===== src/rtl/sorted_stream_merge.sv =====
// Two-way merge of independently sorted signed frames into one sorted frame, registered output.
// Optional input-order checker enabled by defining SORTED_STREAM_MERGE_ORDER_CHECK_EN.
module sorted_stream_merge #(
  parameter int width = 32
) (
  input  logic             clk,
  input  logic             rst_n,
  input  logic             a_valid,
  output logic             a_ready,
  input  logic [width-1:0] a_data,
  input  logic             a_last,
  input  logic             b_valid,
  output logic             b_ready,
  input  logic [width-1:0] b_data,
  input  logic             b_last,
  output logic             out_valid,
  input  logic             out_ready,
  output logic [width-1:0] out_data,
  output logic             out_last,
  output logic             order_err
);

  // Handshake: a word moves on a port in any cycle where valid && ready.
  // Readies never look at other readies; they follow state, valids, data and out_ready.
  typedef enum logic [1:0] {BOTH, ONLY_A, ONLY_B} state_t;

  state_t state, state_next;
  logic   load;
  logic   a_fire, b_fire;

  assign load   = !out_valid || out_ready;
  assign a_fire = a_valid && a_ready;
  assign b_fire = b_valid && b_ready;

  always_comb begin
    a_ready = 1'b0;
    b_ready = 1'b0;
    case (state)
      BOTH: begin
        // Ties favour A so equal keys keep their A-before-B order.
        if (a_valid && b_valid && load) begin
          if ($signed(a_data) <= $signed(b_data)) a_ready = 1'b1;
          else                                    b_ready = 1'b1;
        end
      end
      ONLY_A:  a_ready = load;
      ONLY_B:  b_ready = load;
      default: ;
    endcase
    if (!rst_n) begin
      a_ready = 1'b0;
      b_ready = 1'b0;
    end
  end

  always_comb begin
    state_next = state;
    case (state)
      BOTH: begin
        if (a_fire && a_last)      state_next = ONLY_B;
        else if (b_fire && b_last) state_next = ONLY_A;
      end
      ONLY_A:  if (a_fire && a_last) state_next = BOTH;
      ONLY_B:  if (b_fire && b_last) state_next = BOTH;
      default: state_next = BOTH;
    endcase
  end

  always_ff @(posedge clk or negedge rst_n) begin
    if (!rst_n) state <= BOTH;
    else        state <= state_next;
  end

  // Merged frame ends only when the second input frame finishes.
  always_ff @(posedge clk or negedge rst_n) begin
    if (!rst_n) begin
      out_valid <= 1'b0;
      out_data  <= '0;
      out_last  <= 1'b0;
    end else if (load) begin
      out_valid <= a_fire || b_fire;
      if (a_fire) begin
        out_data <= a_data;
        out_last <= (state == ONLY_A) && a_last;
      end else if (b_fire) begin
        out_data <= b_data;
        out_last <= (state == ONLY_B) && b_last;
      end
    end
  end

`ifdef SORTED_STREAM_MERGE_ORDER_CHECK_EN
  logic [width-1:0] a_prev, b_prev;
  logic             a_first, b_first;

  // First word of each frame has no predecessor to compare against.
  always_ff @(posedge clk or negedge rst_n) begin
    if (!rst_n) begin
      a_prev    <= '0;
      b_prev    <= '0;
      a_first   <= 1'b1;
      b_first   <= 1'b1;
      order_err <= 1'b0;
    end else begin
      if (a_fire) begin
        a_prev  <= a_data;
        a_first <= a_last;
        if (!a_first && ($signed(a_data) < $signed(a_prev))) order_err <= 1'b1;
      end
      if (b_fire) begin
        b_prev  <= b_data;
        b_first <= b_last;
        if (!b_first && ($signed(b_data) < $signed(b_prev))) order_err <= 1'b1;
      end
    end
  end
`else
  assign order_err = 1'b0;
`endif

endmodule


===== config.mk =====
export PLATFORM = sky130hd
export DESIGN_NAME = sorted_stream_merge
export DESIGN_NICKNAME = d
export VERILOG_FILES = /design/src/rtl/sorted_stream_merge.sv
export SDC_FILE = /design/constraint.sdc
export NUM_CORES = 1
export LEC_CHECK = 0
export ABC_AREA = 1
export CAP_MARGIN = 10
export CORE_MARGIN = 1.5
export CORE_UTILIZATION = 30
export CTS_BUF_LIST = sky130_fd_sc_hd__clkbuf_16
export DETAILED_ROUTE_END_ITERATION = 12
export GPL_TIMING_DRIVEN = 0
export SLEW_MARGIN = 40
export SYNTH_ARGS = -nofsm -noshare
export SYNTH_HDL_FRONTEND = slang
export SYNTH_SLANG_ARGS = --single-unit

===== constraint.sdc =====
create_clock -name clk -period 7.6 [get_ports clk]
set_input_delay 2.28 -clock clk [delete_from_list [all_inputs] [get_ports clk]]
set_output_delay 2.28 -clock clk [all_outputs]
set_load 0.03 [all_outputs]

==> results of run 1 <==
==> layout make-up <==
type	instances	area share
Buffer	21	0.0289
Clock buffer	5	0.0289
Tap cell	133	0.0385
Inverter	79	0.0691
Timing Repair Buffer	105	0.243
Sequential cell	36	0.208
Clock inverter	3	0.00260
Multi-Input combinational cell	300	0.381
==> metal layers <==
metal	vias up	track usage	wire, µm
met5	-	0	0
met4	0	0.0516	118
met3	11	0.0251	498
met2	89	0.288	4020
met1	1368	0.226	3980
li1	1615	-	-
==> power groups by stage <==
stage	clock, W	sequential (W)	combinational (W)
after floorplan	0	0.000498	0.000271
after global placement	0	0.000339	0.000718
after detailed placement	0	0.000340	0.000725
after CTS	0.000202	0.000338	0.000727
after global routing	0.000208	0.000349	0.000790
final	0.000195	0.000337	0.000720
==> sequential cells by signal (all words and copies together), names as in the netlist <==
signal and cells:
out_data 32, state 2, out_last 1, out_valid 1
==> through the flow <==
step / util / hold WS, ns
2_1_floorplan: - / 0.535
3_3_place_gp: 0.433 / 0.463
3_5_place_dp: 0.433 / 0.466
4_1_cts: 0.447 / 0.481
5_1_grt: 0.447 / 0.503
6_report: 0.447 / 0.479
==> worst max-delay path by stage <==
stage	from	cells past startpoint	slack, ns	endpoint
floorplan	b_data[31]	13	1.14	a_ready
global placement	rst_n	5	-0.65	b_ready
detailed placement	b_data[31]	15	0.18	a_ready
CTS	b_data[31]	15	0.17	a_ready
global route	b_data[31]	13	0.04	b_ready
finish	b_data[31]	13	0.33	b_ready
==> worst max-delay path, delay by kind of cell <==
family	cells	cell delay, ns
simple gates	8	0.86
compound gates	1	0.26
buf+inv	3	1.23
fa+ha+maj	1	0.34
==> logic make-up after synthesis <==
kind of cell | synth area share
AO/OA/AOI/OAI | 0.0362
adder cells (fa/ha/maj) | 0.135
buffers and inverters | 0.143
flip-flops | 0.303
other | 0.00126
AND/OR/NAND/NOR | 0.382
==> cell usage in the layout, fill, tap and decap left out, types with 11 or more instances in the layout <==
cell	instances
nand4_1	39
inv_1	80
dfrtp_1	36
nand3_1	40
a21oi_1	12
nand2_1	133
ha_1	32
clkdlybuf4s50_1	103
nand2_2	11
nor2_1	18
==> out/qor.yml, run 1 <==
setup_path:
  slowest_delay_ns: 0.72
  cp_data_required_time_ns: 5.32
  crit_arrival_ns: 4.99
  crit_slowest_cell: "clkdlybuf4s50_1"
  r2r-end: "out_data[23]"
  r2r_cells: 11
  worst_setup_path_end_kind: "output pin"
  worstPathCellList: "clkdlybuf4s50_1 > inv_1 > ha_1 > nand2_1 > nor2_2 > and2_1 > nand2_1 > nor2_1 > nand2_1 > nand3_1 > nand4_1 > a21boi_0 > clkdlybuf4s50_1"
  cp-start-kind: "primary input"
  reg2reg_from: "state[0]"
  criticalPathCategory: "primary input to output pin"
  crit_path_frequent_cell: "nand2_1"
  rrSetupSlack_ns: 5.87
  crit_fanout: 4
clock_tree:
  cts_root_buffer: "clkbuf_16"
  path_clk_slew_ns: 0.05
  htree_levels: 2
  cts_tree: "yes"
  clockBufferDepth: 2
  post_cts_resized: 0
  cts_buffers: 5
  clk_latency_ns: 0.28
  cts_hold_buf: 0
  numClockSinks: 36
  post_cts_buffers: 0
sta:
  setup_ws_ns: 0.334
  max_slew.worst_pin.slew_ns: 0.527
  rsz0062_at_grt: "false"
  hold_viol: 0
  setup_viol: 0
  setup_tns_ns: 0
  fmax_mhz: 138
  skew_ns: 0.00467
  finalCriticalPeriod_ns: 7.27
  relSlewSlack: 0.649
  finalCritPeriodShare: 0.956
  maxSlewViolCount: 0
grt:
  grt_overflow: 0
  antenna_found_initial: 0
  grt_max_degree: 39
  track_usage: 0.171
  grt_pass1_wl_um: 14200
  grt_pass1_vias: 3055
floorplan:
  dieArea_um2: 10500
  row_count: 36
  dieHeight_um: 103
  dieWidth_um: 103
  num_io_pins: 108
  initial_core_util: 0.307
  coreArea_um2: 9680
layout:
  finalInstanceArea_um2: 4330
  antennaDiodeCount: 0
  layout.area.seq_um2: 901
  multiInputGateArea_um2: 1650
  final_nets: 651
  drive_gt1_frac: 0.0656
  nFillCells: 1004
  syn_to_final_growth_pct: 45.5
  finalNonFillerCells: 682
routing:
  wire_per_inst_um: 12.6
  antenna_left: 0
  drt_iter0_drc: 112
  drc_errors: 0
  dr_total_vias: 3083
  dr.pass1.iters: 4
  vias_per_cell: 4.52
  drt-total-wl_um: 8610
power_and_ir_drop:
  p_leak_nw: 2.31
  clkPwrFrac: 0.156
  power.total_w: 0.00125
  sequentialPowerShare: 0.269
  p_comb_frac: 0.575
  power_switching_share: 0.447
  power_density_nw_per_um2: 289
  p_int_w: 0.000692
  vdd_ir_drop_max_mv: 0.129
  p_switching_w: 0.000560
synth:
  synthFlopType: "dfrtp_1"
  ys_async_sr_fraction: 1.00
  synth_area_um2: 2970
  ys_seq_area_frac: 0.303
  yosysMostFrequentCell: "nand2_1"
  synth.top_cells.by_area: "dfrtp_1 30%, nand2_1 17%, ha_1 13%, inv_1 9.8%, nand4_1 8.2%"
  synth_commonest_cells: "133 x nand2_1, 78 x inv_1, 40 x nand3_1"
  avgSynthCellArea_um2: 6.82
  yosysWarnings: 0
  synth_cell_types: 23
  synthCells: 436
  synth_edf_count: 0
  synth-seq-cells: 36
  synthesis.nets: 539
  synth_top_area_share: 0.303
  synth_area_leader_cell: "dfrtp_1"
hold_path:
  hold_path.class: "register to register"
  hold_depth: 2
  hold_end: "out_data[17]"
  hold_start: "out_data[17]"
placed_design:
  port_buffers: 105
  dpl-instance-area_um2: 4190
  dpl.hpwl_um: 6760
  post-place-cells: 674
  post-place-ws_ns: 0.176
  gp_congestion: 0.813
job:
  maxCapViolations: 0
run_status:
  status: "finished clean"
Note: power is estimated with default switching activity, not from simulation.
==> inputs of run 2 (changes only) <==
- CORE_UTILIZATION: 30 -> 45
- CTS_BUF_LIST: sky130_fd_sc_hd__clkbuf_16 -> not set
- PLACE_DENSITY: not set -> 0.81
- clock period: 7.6 -> 9.3 ns (I/O delays scaled with it)
==> run 2 against run 1 <==
Against the previous run:
- final cell count is 8.2% lower
- combinational power is 18% lower
- non-clock buffer count stayed put
- flip-flop and latch count stayed put
- critical path type unchanged
==> out/qor.yml, run 2 (synthesized netlist as in run 1, its figures left out) <==
routing:
  vias_per_cell: 5.13  # was 4.52
  drc_errors: 0  # unchanged
  dr_total_vias: 3211  # was 3083
  antenna_left: 0  # unchanged
  drt_iter0_drc: 147  # was 112
  dr.pass1.iters: 5  # was 4
  wire_per_inst_um: 13.1  # was 12.6 µm
  drt-total-wl_um: 8180  # was 8610 µm
clock_tree:
  numClockSinks: 36  # unchanged
  htree_levels: 2  # unchanged
  cts_buffers: 5  # unchanged
  cts_root_buffer: "clkbuf_8"  # was clkbuf_16
  cts_tree: "yes"  # unchanged
  cts_hold_buf: 0  # unchanged
  path_clk_slew_ns: 0.07  # was 0.05 ns
  post_cts_resized: 0  # unchanged
  post_cts_buffers: 0  # unchanged
  clk_latency_ns: 0.29  # was 0.28 ns
  clockBufferDepth: 2  # unchanged
floorplan:
  coreArea_um2: 6350  # was 9680 µm²
  initial_core_util: 0.468  # was 0.307
  dieArea_um2: 7110  # was 10500 µm²
  row_count: 29  # was 36
  num_io_pins: 108  # unchanged
  dieHeight_um: 84.3  # was 103 µm
  dieWidth_um: 84.3  # was 103 µm
layout:
  syn_to_final_growth_pct: 42.1  # was 45.5%
  finalNonFillerCells: 626  # was 682
  antennaDiodeCount: 0  # unchanged
  multiInputGateArea_um2: 1650  # unchanged
  final_nets: 651  # unchanged
  regMostFlops: "out_data"  # unchanged
  largest_reg_flops: 32  # unchanged
  layout_commonest_cell: "nand2_1"  # unchanged
  reg_top3: "out_data x32, state x2"  # unchanged
  nFillCells: 551  # was 1004
  layout.area.seq_um2: 901  # unchanged
  finalInstanceArea_um2: 4230  # was 4330 µm²
  drive_gt1_frac: 0.0692  # was 0.0656
  layout_common_cells: "133 x nand2_1, 104 x clkdlybuf4s50_1, 78 x inv_1, 40 x nand3_1, 39 x nand4_1"  # was 133 x nand2_1, 103 x clkdlybuf4s50_1, 80 x inv_1, 40 x nand3_1, 39 x nand4_1
sta:
  hold_viol: 0  # unchanged
  maxSlewViolCount: 0  # unchanged
  relSlewSlack: 0.653  # was 0.649
  max_slew.worst_pin.slew_ns: 0.521  # was 0.527 ns
  rsz0062_at_grt: "false"  # unchanged
  fmax_mhz: 119
  finalCritPeriodShare: 0.900
  setup_tns_ns: 0  # unchanged
  finalCriticalPeriod_ns: 8.37
  setup_viol: 0  # unchanged
  skew_ns: 0.00957  # was 0.00467 ns
setup_path:
  cp-start-kind: "primary input"  # unchanged
  criticalPathCategory: "primary input to output pin"  # unchanged
  cp_data_required_time_ns: 6.51  # was 5.32 ns
  crit_arrival_ns: 5.58  # was 4.99 ns
  worst_setup_path_end_kind: "output pin"  # unchanged
  crit_fanout: 4  # unchanged
grt:
  grt_pass1_wl_um: 13600  # was 14200 µm
  grt_pass1_vias: 3049  # was 3055
  grt_max_degree: 39  # unchanged
  track_usage: 0.232  # was 0.171
  grt_overflow: 0  # unchanged
  antenna_found_initial: 0  # unchanged
power_and_ir_drop:
  power.total_w: 0.00101  # was 0.00125 W
  power_density_nw_per_um2: 238  # was 289 nW/µm²
  p_leak_nw: 2.28  # was 2.31 nW
  vdd_ir_drop_max_mv: 0.144  # was 0.129 mV
placed_design:
  dpl-instance-area_um2: 4120  # was 4190 µm²
  port_buffers: 105  # unchanged
  post-place-cells: 618  # was 674
  gp_congestion: 0.896  # was 0.813
  dpl.hpwl_um: 6310  # was 6760 µm
run_status:
  status: "finished clean"  # unchanged
hold_path:
  hold_path.class: "register to register"  # unchanged
job:
  maxCapViolations: 0  # unchanged
[run 2: cell count changes in the layout (fill, tap and decap cells not counted), sizes merged]
cell	previous run	this run
clkdlybuf4s50	103	104
clkbuf	12	13
inv	81	79
dlymetal6s2s	1	0
bufinv	0	1
[run 2: layer usage]
layer / vias to the layer above / part of all wire / global-route usage
li1: 1615 / - / -
met1: 1465 / 0.44 / 0.305
met2: 121 / 0.48 / 0.395
met3: 10 / 0.069 / 0.0442
met4: 0 / 0.011 / 0.0551
met5: - / 0 / 0
[run 2: final timing paths]
path,endpoint,start,slack [ns],cells after the start
max in group asynchronous,out_data[4],rst_n,6.46,1
min in group asynchronous,out_data[8],rst_n,2.46,1
worst min-delay path,out_data[18],out_data[18],0.48,2
worst max-delay path,a_ready,b_data[31],0.93,15
worst max register to register,out_data[16],state[0],7.52,10
worst min register to register,out_data[18],out_data[18],0.48,2
[run 2: metrics by stage]
step	worst slack (ns)	utilization	hold WS [ns]
final	0.928	0.666	0.481
after global routing	0.601	0.666	0.504
after CTS	0.921	0.666	0.484
after detailed placement	0.937	0.649	0.464
after global placement	0.167	0.649	0.461
after floorplan	1.82	-	0.535
[run 2: where the power goes]
group	switching, W	leakage, nW	internal (W)
Sequential	0.0000434	0.454	0.000230
Clock	0.0000607	0.0552	0.0000797
Combinational	0.000352	1.77	0.000239
Total	0.000456	2.28	0.000549
[run 2: critical path, stage by stage]
cell and delay [ns]:
clkdlybuf4s50_1 0.47, inv_1 0.06, ha_1 0.34, nand2_1 0.10
nor2_2 0.15, and2_1 0.18, nand2_1 0.06, nor2_1 0.08
nand2_1 0.07, nand2_1 0.06, nand2_1 0.06, nand3_1 0.08
nand2_2 0.08, a21boi_0 0.28, clkdlybuf4s50_1 0.73
[run 2: cell type report]
class                      instances  area share
timing repair buffer             105       0.248
clock inverter                     2     0.00829
buffer                            21      0.0296
inverter                          79      0.0708
tap                               77      0.0228
multi-input combinational        300       0.390
clock buffer                       6      0.0172
sequential                        36       0.213
==> inputs of run 3 (changes only) <==
- CORE_UTILIZATION: 45 -> 40
- PLACE_DENSITY: 0.81 -> 0.77
==> run 3 against run 2 <==
Against the previous run:
- wire length rose by 3.6%
- register-to-register slack worse by 0.02 ns
- combinational power hardly changed
- worst setup slack got worse by 0.030 ns
- worst hold slack is essentially flat
- global-route usage fell by 1.3 points
- final cell count is 3.5% higher
- critical path depth unchanged
- fmax is 0.36% lower
- total power increased by 5.7%
- critical endpoint unchanged
==> out/qor.yml, run 3 (synthesized netlist as in run 1, its figures left out) <==
sta:
  rsz0062_at_grt: "false"  # unchanged
  finalCriticalPeriod_ns: 8.40  # was 8.37 ns
  setup_viol: 0  # unchanged
  maxSlewViolCount: 0  # unchanged
  hold_viol: 0  # unchanged
  max_slew.worst_pin.slew_ns: 0.509  # was 0.521 ns
  setup_tns_ns: 0  # unchanged
  hold-worst-slack_ns: 0.481  # about the same
  relSlewSlack: 0.661  # was 0.653
  skew_ns: 0.00367  # was 0.00957 ns
  fmax_mhz: 119  # about the same
  finalCritPeriodShare: 0.903  # was 0.900
run_status:
  status: "finished clean"  # unchanged
clock_tree:
  path_clk_slew_ns: 0.08  # was 0.07 ns
  cts_root_buffer: "clkbuf_8"  # unchanged
  clk_latency_ns: 0.29  # about the same
  post_cts_buffers: 0  # unchanged
  post_cts_resized: 0  # unchanged
  cts_buffers: 5  # unchanged
  numClockSinks: 36  # unchanged
  cts_tree: "yes"  # unchanged
  clockBufferDepth: 2  # unchanged
  cts_hold_buf: 0  # unchanged
  htree_levels: 2  # unchanged
floorplan:
  dieWidth_um: 89.2  # was 84.3 µm
  coreArea_um2: 7210  # was 6350 µm²
  initial_core_util: 0.412  # was 0.468
  row_count: 31  # was 29
  num_io_pins: 108  # unchanged
  dieHeight_um: 89.2  # was 84.3 µm
  dieArea_um2: 7960  # was 7110 µm²
setup_path:
  crit_fanout: 4  # unchanged
  r2r-end: "out_data[12]"  # was out_data[16]
  rrSetupSlack_ns: 7.50  # was 7.52 ns
  cp_data_required_time_ns: 6.51  # about the same
  crit_arrival_ns: 5.61  # was 5.58 ns
  crit_end: "a_ready"  # unchanged
  reg2reg_from: "state[0]"  # unchanged
  r2r_cells: 11  # was 10
  worst_setup_path_end_kind: "output pin"  # unchanged
  crit_path_start: "b_data[31]"  # unchanged
  cp-start-kind: "primary input"  # unchanged
  criticalPathCategory: "primary input to output pin"  # unchanged
routing:
  wire_per_inst_um: 13.1  # about the same
  vias_per_cell: 4.92  # was 5.13
  drt_iter0_drc: 156  # was 147
  drt-total-wl_um: 8480  # was 8180 µm
  antenna_left: 0  # unchanged
  drc_errors: 0  # unchanged
  dr_total_vias: 3185  # was 3211
  dr.pass1.iters: 4  # was 5
layout:
  largest_reg_flops: 32  # unchanged
  drive_gt1_frac: 0.0710  # was 0.0692
  layout_commonest_cell: "nand2_1"  # unchanged
  postLayoutCoreUtil: 0.597  # was 0.666
  final_nets: 651  # unchanged
  antennaDiodeCount: 0  # unchanged
  regMostFlops: "out_data"  # unchanged
  reg_top3: "out_data x32, state x2"  # unchanged
  layout_common_cells: "133 x nand2_1, 104 x clkdlybuf4s50_1, 78 x inv_1, 40 x nand3_1, 39 x nand4_1"  # unchanged
  syn_to_final_growth_pct: 44.8  # was 42.1%
  nFillCells: 701  # was 551
hold_path:
  hold_path.class: "register to register"  # unchanged
  hold_start: "out_data[26]"  # was out_data[18]
power_and_ir_drop:
  power_density_nw_per_um2: 247  # was 238 nW/µm²
  vdd_ir_drop_max_mv: 0.122  # was 0.144 mV
  p_leak_nw: 2.30  # was 2.28 nW
grt:
  grt_overflow: 0  # unchanged
  grt_max_degree: 39  # unchanged
  track_usage: 0.219  # was 0.232
  grt_pass1_vias: 3149  # was 3049
  antenna_found_initial: 0  # unchanged
  grt_pass1_wl_um: 13600  # about the same
placed_design:
  gp_congestion: 0.892  # was 0.896
  port_buffers: 105  # unchanged
  dpl.hpwl_um: 6560  # was 6310 µm
job:
  maxCapViolations: 0  # unchanged
==> run 3: worst min-delay path by stage <==
stage,to,depth (start not counted)
global placement,out_data[0],2
global route,out_data[22],2
CTS,out_data[23],2
detailed placement,out_data[0],2
finish,out_data[26],2
floorplan,state[0],3
==> run 3: final cells by class <==
type | instances | area (µm²) | share of cell area
clock inverters | 3 | 90.1 | 0.0209
well taps | 99 | 124 | 0.0288
plain buffers | 21 | 125 | 0.0291
multi-input cells | 300 | 1650 | 0.383
clock buffers | 5 | 68.8 | 0.0160
repair buffers | 105 | 1050 | 0.244
inverters | 79 | 299 | 0.0695
flip-flops and latches | 36 | 901 | 0.209
==> run 3: stage by stage <==
| step | power, W | setup slack (ns) | area (µm²) | instances |
|---|---|---|---|---|
| after floorplan | 0.000629 | 1.82 | 2970 | 436 |
| after global placement | 0.000855 | 0.189 | 4150 | 640 |
| after detailed placement | 0.000868 | 0.926 | 4150 | 640 |
| after CTS | 0.00107 | 0.917 | 4310 | 648 |
| after global routing | 0.00113 | 0.627 | 4310 | 648 |
| final | 0.00106 | 0.898 | 4310 | 648 |
==> run 3: worst max-delay path, stage by stage <==
cell and delay (ns):
clkdlybuf4s50_1 0.47, inv_1 0.05, ha_1 0.33, nand2_1 0.09, nor2_2 0.15, and2_1 0.18
nand2_1 0.06, nor2_1 0.09, nand2_1 0.07, nand2_1 0.06, nand2_1 0.06, nand3_1 0.08
nand2_2 0.08, a21boi_0 0.30, clkdlybuf4s50_1 0.74
==> run 3: where the power goes <==
part	total (W)	switching [W]	internal (W)	leakage, nW
Combinational	0.000592	0.000352	0.000239	1.77
Clock	0.000196	0.0000616	0.000134	0.0784
Sequential	0.000274	0.0000446	0.000230	0.454
==> run 3: layer usage <==
layer	global-route usage	vias up	routed length, µm
met3	0.0443	8	537
met1	0.268	1456	3730
met4	0.0811	0	125
li1	-	1614	-
met2	0.379	107	4080
met5	0	-	0
